**src/rtl/time_stamp_mc.sv**
```systemverilog
// ---------------------------------------------------------------------------
// time_stamp_mc
//
// Multi-channel event time-stamper. A free-running WIDTH-bit counter runs
// while `start` is high. A rising edge on any of the NCH event inputs
// captures the counter into that channel's pending register. A fixed-priority
// arbiter (lowest channel first) moves one pending capture per cycle into a
// shared first-word-fall-through FIFO. The FIFO is drained over a
// valid/ready stream.
//
// Ports
//   CLK         in   clock, all logic on posedge
//   RST         in   synchronous, active-high reset
//   start       in   1 = counter runs and events are accepted
//   evt         in   [NCH]   event inputs, synchronous to CLK
//   clr_ovf     in   one-cycle pulse, clears overflow
//   ts_data     out  [WIDTH] timestamp at FIFO head (0 when empty)
//   ts_ch       out  [CHW]   channel id at FIFO head (0 when empty)
//   ts_valid    out  FIFO non-empty
//   ts_ready    in   head pops on ts_valid & ts_ready
//   fifo_level  out  [$clog2(DEPTH)+1] entries held, 0..DEPTH
//   overflow    out  [NCH]   sticky per-channel drop flag
//   wrap        out  one-cycle pulse in the cycle the counter reads 0
//                    after wrapping from all-ones
// ---------------------------------------------------------------------------
module time_stamp_mc #(
  parameter  int WIDTH = 16,
  parameter  int NCH   = 4,
  parameter  int DEPTH = 16,
  localparam int CHW   = (NCH > 1) ? $clog2(NCH) : 1,
  localparam int AW    = $clog2(DEPTH),
  localparam int LW    = AW + 1
) (
  input  logic             CLK,
  input  logic             RST,
  input  logic             start,
  input  logic [NCH-1:0]   evt,
  input  logic             clr_ovf,
  output logic [WIDTH-1:0] ts_data,
  output logic [CHW-1:0]   ts_ch,
  output logic             ts_valid,
  input  logic             ts_ready,
  output logic [LW-1:0]    fifo_level,
  output logic [NCH-1:0]   overflow,
  output logic             wrap
);

  localparam logic [WIDTH-1:0] CNT_MAX    = {WIDTH{1'b1}};
  localparam logic [WIDTH-1:0] CNT_ONE    = WIDTH'(1);
  localparam logic [AW-1:0]    PTR_ONE    = AW'(1);
  localparam logic [LW-1:0]    LVL_ONE    = LW'(1);
  localparam logic [LW-1:0]    LVL_FULL   = LW'(DEPTH);

  // -------------------------------------------------------------------------
  // Free-running stamp counter and wrap pulse
  // -------------------------------------------------------------------------
  logic [WIDTH-1:0] count;

  // NOTE: sequential state is assigned with <= so every flop samples the
  // pre-edge values of the others; = here would create order-dependent races.
  always_ff @(posedge CLK) begin
    if (RST) begin
      count <= '0;
      wrap  <= 1'b0;
    end else begin
      // wrap is registered alongside the rollover, so it is high exactly
      // while count reads 0 after leaving all-ones.
      wrap <= start && (count == CNT_MAX);
      if (start) begin
        count <= count + CNT_ONE;
      end
    end
  end

  // -------------------------------------------------------------------------
  // Rising-edge detection
  // -------------------------------------------------------------------------
  logic [NCH-1:0] evt_d;
  logic [NCH-1:0] edge_det;

  // evt_d tracks evt during reset as well, so a level already high when
  // reset is released is not seen as an edge. Likewise while start=0.
  always_ff @(posedge CLK) begin
    evt_d <= evt;
  end

  assign edge_det = evt & ~evt_d & {NCH{start}};

  // -------------------------------------------------------------------------
  // Per-channel pending registers
  // -------------------------------------------------------------------------
  logic [NCH-1:0]   pend_vld;
  logic [WIDTH-1:0] pend_ts [NCH];

  // -------------------------------------------------------------------------
  // Fixed-priority arbiter: lowest-index valid pending channel wins
  // -------------------------------------------------------------------------
  logic [NCH-1:0]   grant;
  logic [CHW-1:0]   sel_ch;
  logic [WIDTH-1:0] sel_ts;
  logic             found;

  // NOTE: every always_comb output gets a default before any condition, so
  // no path leaves a value unassigned and no latch is inferred.
  always_comb begin
    grant  = '0;
    sel_ch = '0;
    sel_ts = '0;
    found  = 1'b0;
    for (int i = 0; i < NCH; i++) begin
      if (pend_vld[i] && !found) begin
        found    = 1'b1;
        grant[i] = 1'b1;
        sel_ch   = CHW'(i);
        sel_ts   = pend_ts[i];
      end
    end
  end

  // -------------------------------------------------------------------------
  // FIFO control
  // -------------------------------------------------------------------------
  logic [AW-1:0]    wr_ptr;
  logic [AW-1:0]    rd_ptr;
  logic [LW-1:0]    level;
  logic             full;
  logic             empty;
  logic             wr_en;
  logic             rd_en;
  logic [NCH-1:0]   drain;
  logic [NCH-1:0]   ovf_set;

  assign full  = (level == LVL_FULL);
  assign empty = (level == '0);

  // A full FIFO refuses the write even when the head is popped in the same
  // cycle; the pending registers simply hold one more cycle.
  assign wr_en = found && !full;
  assign rd_en = !empty && ts_ready;

  assign drain = grant & {NCH{wr_en}};

  // A new edge is dropped only if the channel still holds a capture that is
  // not leaving this cycle.
  assign ovf_set = edge_det & pend_vld & ~drain;

  always_ff @(posedge CLK) begin
    if (RST) begin
      pend_vld <= '0;
      overflow <= '0;
      for (int i = 0; i < NCH; i++) begin
        pend_ts[i] <= '0;
      end
    end else begin
      for (int i = 0; i < NCH; i++) begin
        if (edge_det[i] && (!pend_vld[i] || drain[i])) begin
          pend_vld[i] <= 1'b1;
          pend_ts[i]  <= count;
        end else if (drain[i]) begin
          pend_vld[i] <= 1'b0;
        end
      end
      // Set has priority over a coincident clear.
      overflow <= (overflow & ~{NCH{clr_ovf}}) | ovf_set;
    end
  end

  // -------------------------------------------------------------------------
  // FIFO storage
  // -------------------------------------------------------------------------
  logic [WIDTH-1:0] mem_ts [DEPTH];
  logic [CHW-1:0]   mem_ch [DEPTH];

  // NOTE: the storage array has no reset. Only pointers and level are
  // cleared; stale words are never visible because the outputs are gated
  // by ts_valid.
  always_ff @(posedge CLK) begin
    if (wr_en) begin
      mem_ts[wr_ptr] <= sel_ts;
      mem_ch[wr_ptr] <= sel_ch;
    end
  end

  always_ff @(posedge CLK) begin
    if (RST) begin
      wr_ptr <= '0;
      rd_ptr <= '0;
      level  <= '0;
    end else begin
      // DEPTH is a power of two, so pointers wrap naturally.
      if (wr_en) begin
        wr_ptr <= wr_ptr + PTR_ONE;
      end
      if (rd_en) begin
        rd_ptr <= rd_ptr + PTR_ONE;
      end
      case ({wr_en, rd_en})
        2'b10:   level <= level + LVL_ONE;
        2'b01:   level <= level - LVL_ONE;
        default: level <= level;
      endcase
    end
  end

  // -------------------------------------------------------------------------
  // Outputs (first-word-fall-through)
  // -------------------------------------------------------------------------
  assign ts_valid   = !empty;
  assign ts_data    = empty ? '0 : mem_ts[rd_ptr];
  assign ts_ch      = empty ? '0 : mem_ch[rd_ptr];
  assign fifo_level = level;

endmodule
```
**config.mk**
```make
export PLATFORM = sky130hd
export DESIGN_NAME = time_stamp_mc
export DESIGN_NICKNAME = d
export VERILOG_FILES = /design/src/rtl/time_stamp_mc.sv
export SDC_FILE = /design/constraint.sdc
export NUM_CORES = 1
export LEC_CHECK = 0
export ABC_CLOCK_PERIOD_IN_PS = 2700
export BUFFER_PORTS_ARGS = -buffer_cell sky130_fd_sc_hd__buf_2
export CAP_MARGIN = 15
export CORE_MARGIN = 1
export CORE_UTILIZATION = 30
export CTS_CLUSTER_DIAMETER = 60
export DETAILED_ROUTE_END_ITERATION = 10
export HOLD_SLACK_MARGIN = 0.15
export PLACE_DENSITY = 0.48
export SYNTH_ARGS = -nofsm -noshare
export SYNTH_HDL_FRONTEND = slang
export SYNTH_SLANG_ARGS = --single-unit
```
**constraint.sdc**
```tcl
create_clock -name CLK -period 2.7 [get_ports CLK]
set_input_delay 0.27 -clock CLK [delete_from_list [all_inputs] [get_ports CLK]]
set_output_delay 0.27 -clock CLK [all_outputs]
set_load 0.05 [all_outputs]
```
==> impl_metrics.env <==
export IMPL_synth_top_area_cell="edfxtp_1"
export IMPL_fin_crit_sh_pct=109.8
export IMPL_pin_count=38
export IMPL_status="finished with violations"
export IMPL_most_common_layout_cells="edfxtp_1 (352), mux4_2 (90), and2_1 (66)"
export IMPL_worst_setup_path_start_kind="flip-flop"
export IMPL_setup_ws_ns=-0.2644
export IMPL_hold_path_depth=2
export IMPL_vdd_drop_max_v=0.0004877
export IMPL_maxCapViolCount=0
export IMPL_p_leak_nw=6.279
export IMPL_drive_gt1_share_pct=29.52
export IMPL_cp_top_family="multiplexers"
export IMPL_hold_class="input port to flip-flop"
export IMPL_num_rows=83
export IMPL_drt_wl_total_um=35920
export IMPL_clock_sinks=398
export IMPL_yosysSeqAreaShare_pct=72.85
export IMPL_grt_usage_pct=13.76
export IMPL_dp_cells=1580
export IMPL_final_cells=1676
export IMPL_path_clk_slew_ns=0.06
export IMPL_r2r_slack_ns=0.17
export IMPL_drtPass1Iterations=4
export IMPL_worstPathMaxFanout=6
export IMPL_rsz0062_at_grt="yes"
export IMPL_synthesis_area_um2=15770
export IMPL_slowest_stage="mux4_2"
export IMPL_use_met2_pct=22.72
export IMPL_path_class="flip-flop to output port"
export IMPL_hold_violations=0
export IMPL_critPathCaptureType="output port"
export IMPL_worstPathCellList="buf_12 > buf_12 > buf_16 > mux4_2 > mux4_2 > and2_4 > buf_6"
export IMPL_synth_seq_cells=398
export IMPL_final_fill_count=4785
export IMPL_initial_core_util_pct=30.56
export IMPL_setup_viol=18
export IMPL_critPathMaxStageDelay_ns=0.52
export IMPL_cts_made_buffers=44
export IMPL_port_buffers=37
export IMPL_fin_crit_ns=2.964
export IMPL_nets=981
export IMPL_max_freq_mhz=337.3
export IMPL_die_area_um2=53500
export IMPL_dp_hpwl_um=20350
export IMPL_antenna_found_initial=0
export IMPL_n_antenna_cell=0
export IMPL_avgSynthCellArea_um2=18.32
export IMPL_utilization_pct=36.77
export IMPL_r2r_end="fifo_level[4]"
export IMPL_top_usage_layer="met2"
export IMPL_reg2regPathDepth=9
export IMPL_drc_errors=0
export IMPL_r2r_start="fifo_level[0]"
export IMPL_area_growth_pct=20.32
export IMPL_cts_root_buffer="clkbuf_16"
export IMPL_cts_tree="yes"
export IMPL_drt_iter0_drc=569
export IMPL_fp_dieH_um=231.3
export IMPL_slew_violations=0
export IMPL_vias=7913
export IMPL_setup_tns_ns=-3.113
export IMPL_final_area_um2=18980
export IMPL_grt_overflow_total=0
export IMPL_routedWlPerCell_um=21.43
export IMPL_met1_usage_pct=18.50
export IMPL_worst_pin_slew_ns=0.7521
export IMPL_syn_num_nets=879
export IMPL_synth_distinct_cells=47
export IMPL_arrival_ns=2.69
export IMPL_layout_commonest_cell="edfxtp_1"
export IMPL_slew_headroom_pct=49.86
export IMPL_grt_pass1_vias=8335
export IMPL_holdWs_ns=0.2438
export IMPL_grt_pass1_wl_um=54120
export IMPL_clock_path_buffers=3
export IMPL_synth_warning_count=0
export IMPL_clock_skew_ns=0.02800
export IMPL_grt_max_degree=48
export IMPL_insertion_delay_ns=0.58
export IMPL_dominantRegCellSynth="edfxtp_1"
export IMPL_failed_checks="setup timing"
export IMPL_pre_cts_ws_ns=0.1028
export IMPL_hold_path_startpoint="RST"
export IMPL_place_gp_congestion=0.7129
export IMPL_pwr_density_cell_nw_per_um2=867.0
export IMPL_synth_area_leaders="edfxtp_1 (67%), mux4_2 (13%), dfxtp_1 (5.8%), and2_1 (3.3%), nor2_1 (1.6%)"
export IMPL_critPathBufInv=4
export IMPL_ctsHtreeMaxLevel=2
export IMPL_synth_top_cell_area_share_pct=67.02
export IMPL_holdPathEnd="wr_ptr[3]"
export IMPL_die_x_um=231.3
export IMPL_vias_per_cell=4.721
export IMPL_crit_required_ns=2.43
export IMPL_synth_edf_count=352
export IMPL_core_um2=51610
export IMPL_total_power_mw=16.45
export IMPL_post_dp_cell_area_um2=17200
export IMPL_grt_use_met3_pct=2.645
export IMPL_synthArstFlopShare_pct=0
export IMPL_ant_nets=0
export IMPL_synth_cells=861
-- logic make-up (layout without fill, tap and decap cells) --
kind of cell,count (synthesis),count (layout),share of synthesized area [%]
multiplexers,95,95,13.18
XOR/XNOR,24,24,1.333
buffers and inverters,56,191,1.563
adder cells (fa/ha/maj),9,9,0.7140
flip-flops,398,398,72.85
AND/OR/NAND/NOR,216,216,7.306
AO/OA/AOI/OAI,63,63,3.054
-- where the power goes --
part           total [mW]  switching (mW)  internal, mW  leakage [nW]
clock network        5.59            2.39          3.20         0.654
logic                3.87            2.15          1.72          1.91
registers            7.00           0.119          6.88          3.71
total                16.5            4.66          11.8          6.28
-- cell usage after synthesis (4+ instances only) --
cell type and instances:
dfxtp_1 46, inv_1 8, nand2_1 18, a22oi_1 16, and3_1 4, a221o_1 16
and2_1 84, xnor2_1 8, o21ai_0 4, xor2_1 16, edfxtp_1 352, nor3_1 9
nand3b_1 4, a21oi_1 10, clkbuf_1 32, nor2_1 69, buf_1 6, ha_1 9
mux4_2 90, mux2i_1 4, nand4_1 6, nand3_1 6, buf_4 7
-- what timing repair did --
item                       in CTS  in global routing
setup buffers                   7                  1
pin swaps                       0                  0
hold buffers                    7                  0
gates resized for setup        59                  5
gates cloned                    3                  1
setup endpoints to repair      18                 66
hold endpoints to repair       14                  0
-- worst reg2reg max path: cells and delay by family (launching register included) --
family | cells | cell delay (ns)
muxes | 2 | 0.46
AOI/OAI and AO/OA | 3 | 0.57
xor gates and xnor gates | 1 | 0.19
and+or+nand+nor | 1 | 0.39
adders and majority gates | 2 | 0.48
DFF | 1 | 0.35
-- sequential cells by signal (all words and copies together), names as in the netlist, named ones only --
name        cells
mem_ts        256
evt_d           4
rd_ptr          4
pend_ts        64
mem_ch         32
fifo_level      5
wrap            1
count          16
overflow        4
pend_vld        4
wr_ptr          4
-- final cells by class --
type                       count  area [µm²]  share of cell area (%)
clock buffer                  64        1237                   6.521
clock inverter                15       111.4                  0.5868
inverter                       8       30.03                  0.1582
multi-input combinational    407        4178                   22.01
sequential                   398       11510                   60.63
tap                          680       850.8                   4.483
timing repair buffer         104        1064                   5.604
-- metal layers --
layer / part of all wire (%) / vias to the layer above
met1: 45 / 4121
met2: 49 / 129
met4: 1.7 / 0
met5: 0 / -
met3: 3.6 / 47
li1: - / 3616
-- how the worst max path moves through the flow --
stage | start | to | depth (start not counted)
global route | flip-flop | ts_ch[0] | 7
finish | flip-flop | ts_ch[0] | 7
CTS | flip-flop | ts_ch[0] | 7
global placement | fifo_level[0] | fifo_level[4] | 9
detailed placement | fifo_level[0] | fifo_level[4] | 9
floorplan | fifo_level[0] | fifo_level[4] | 9
Note: power is estimated with default switching activity, not from simulation.
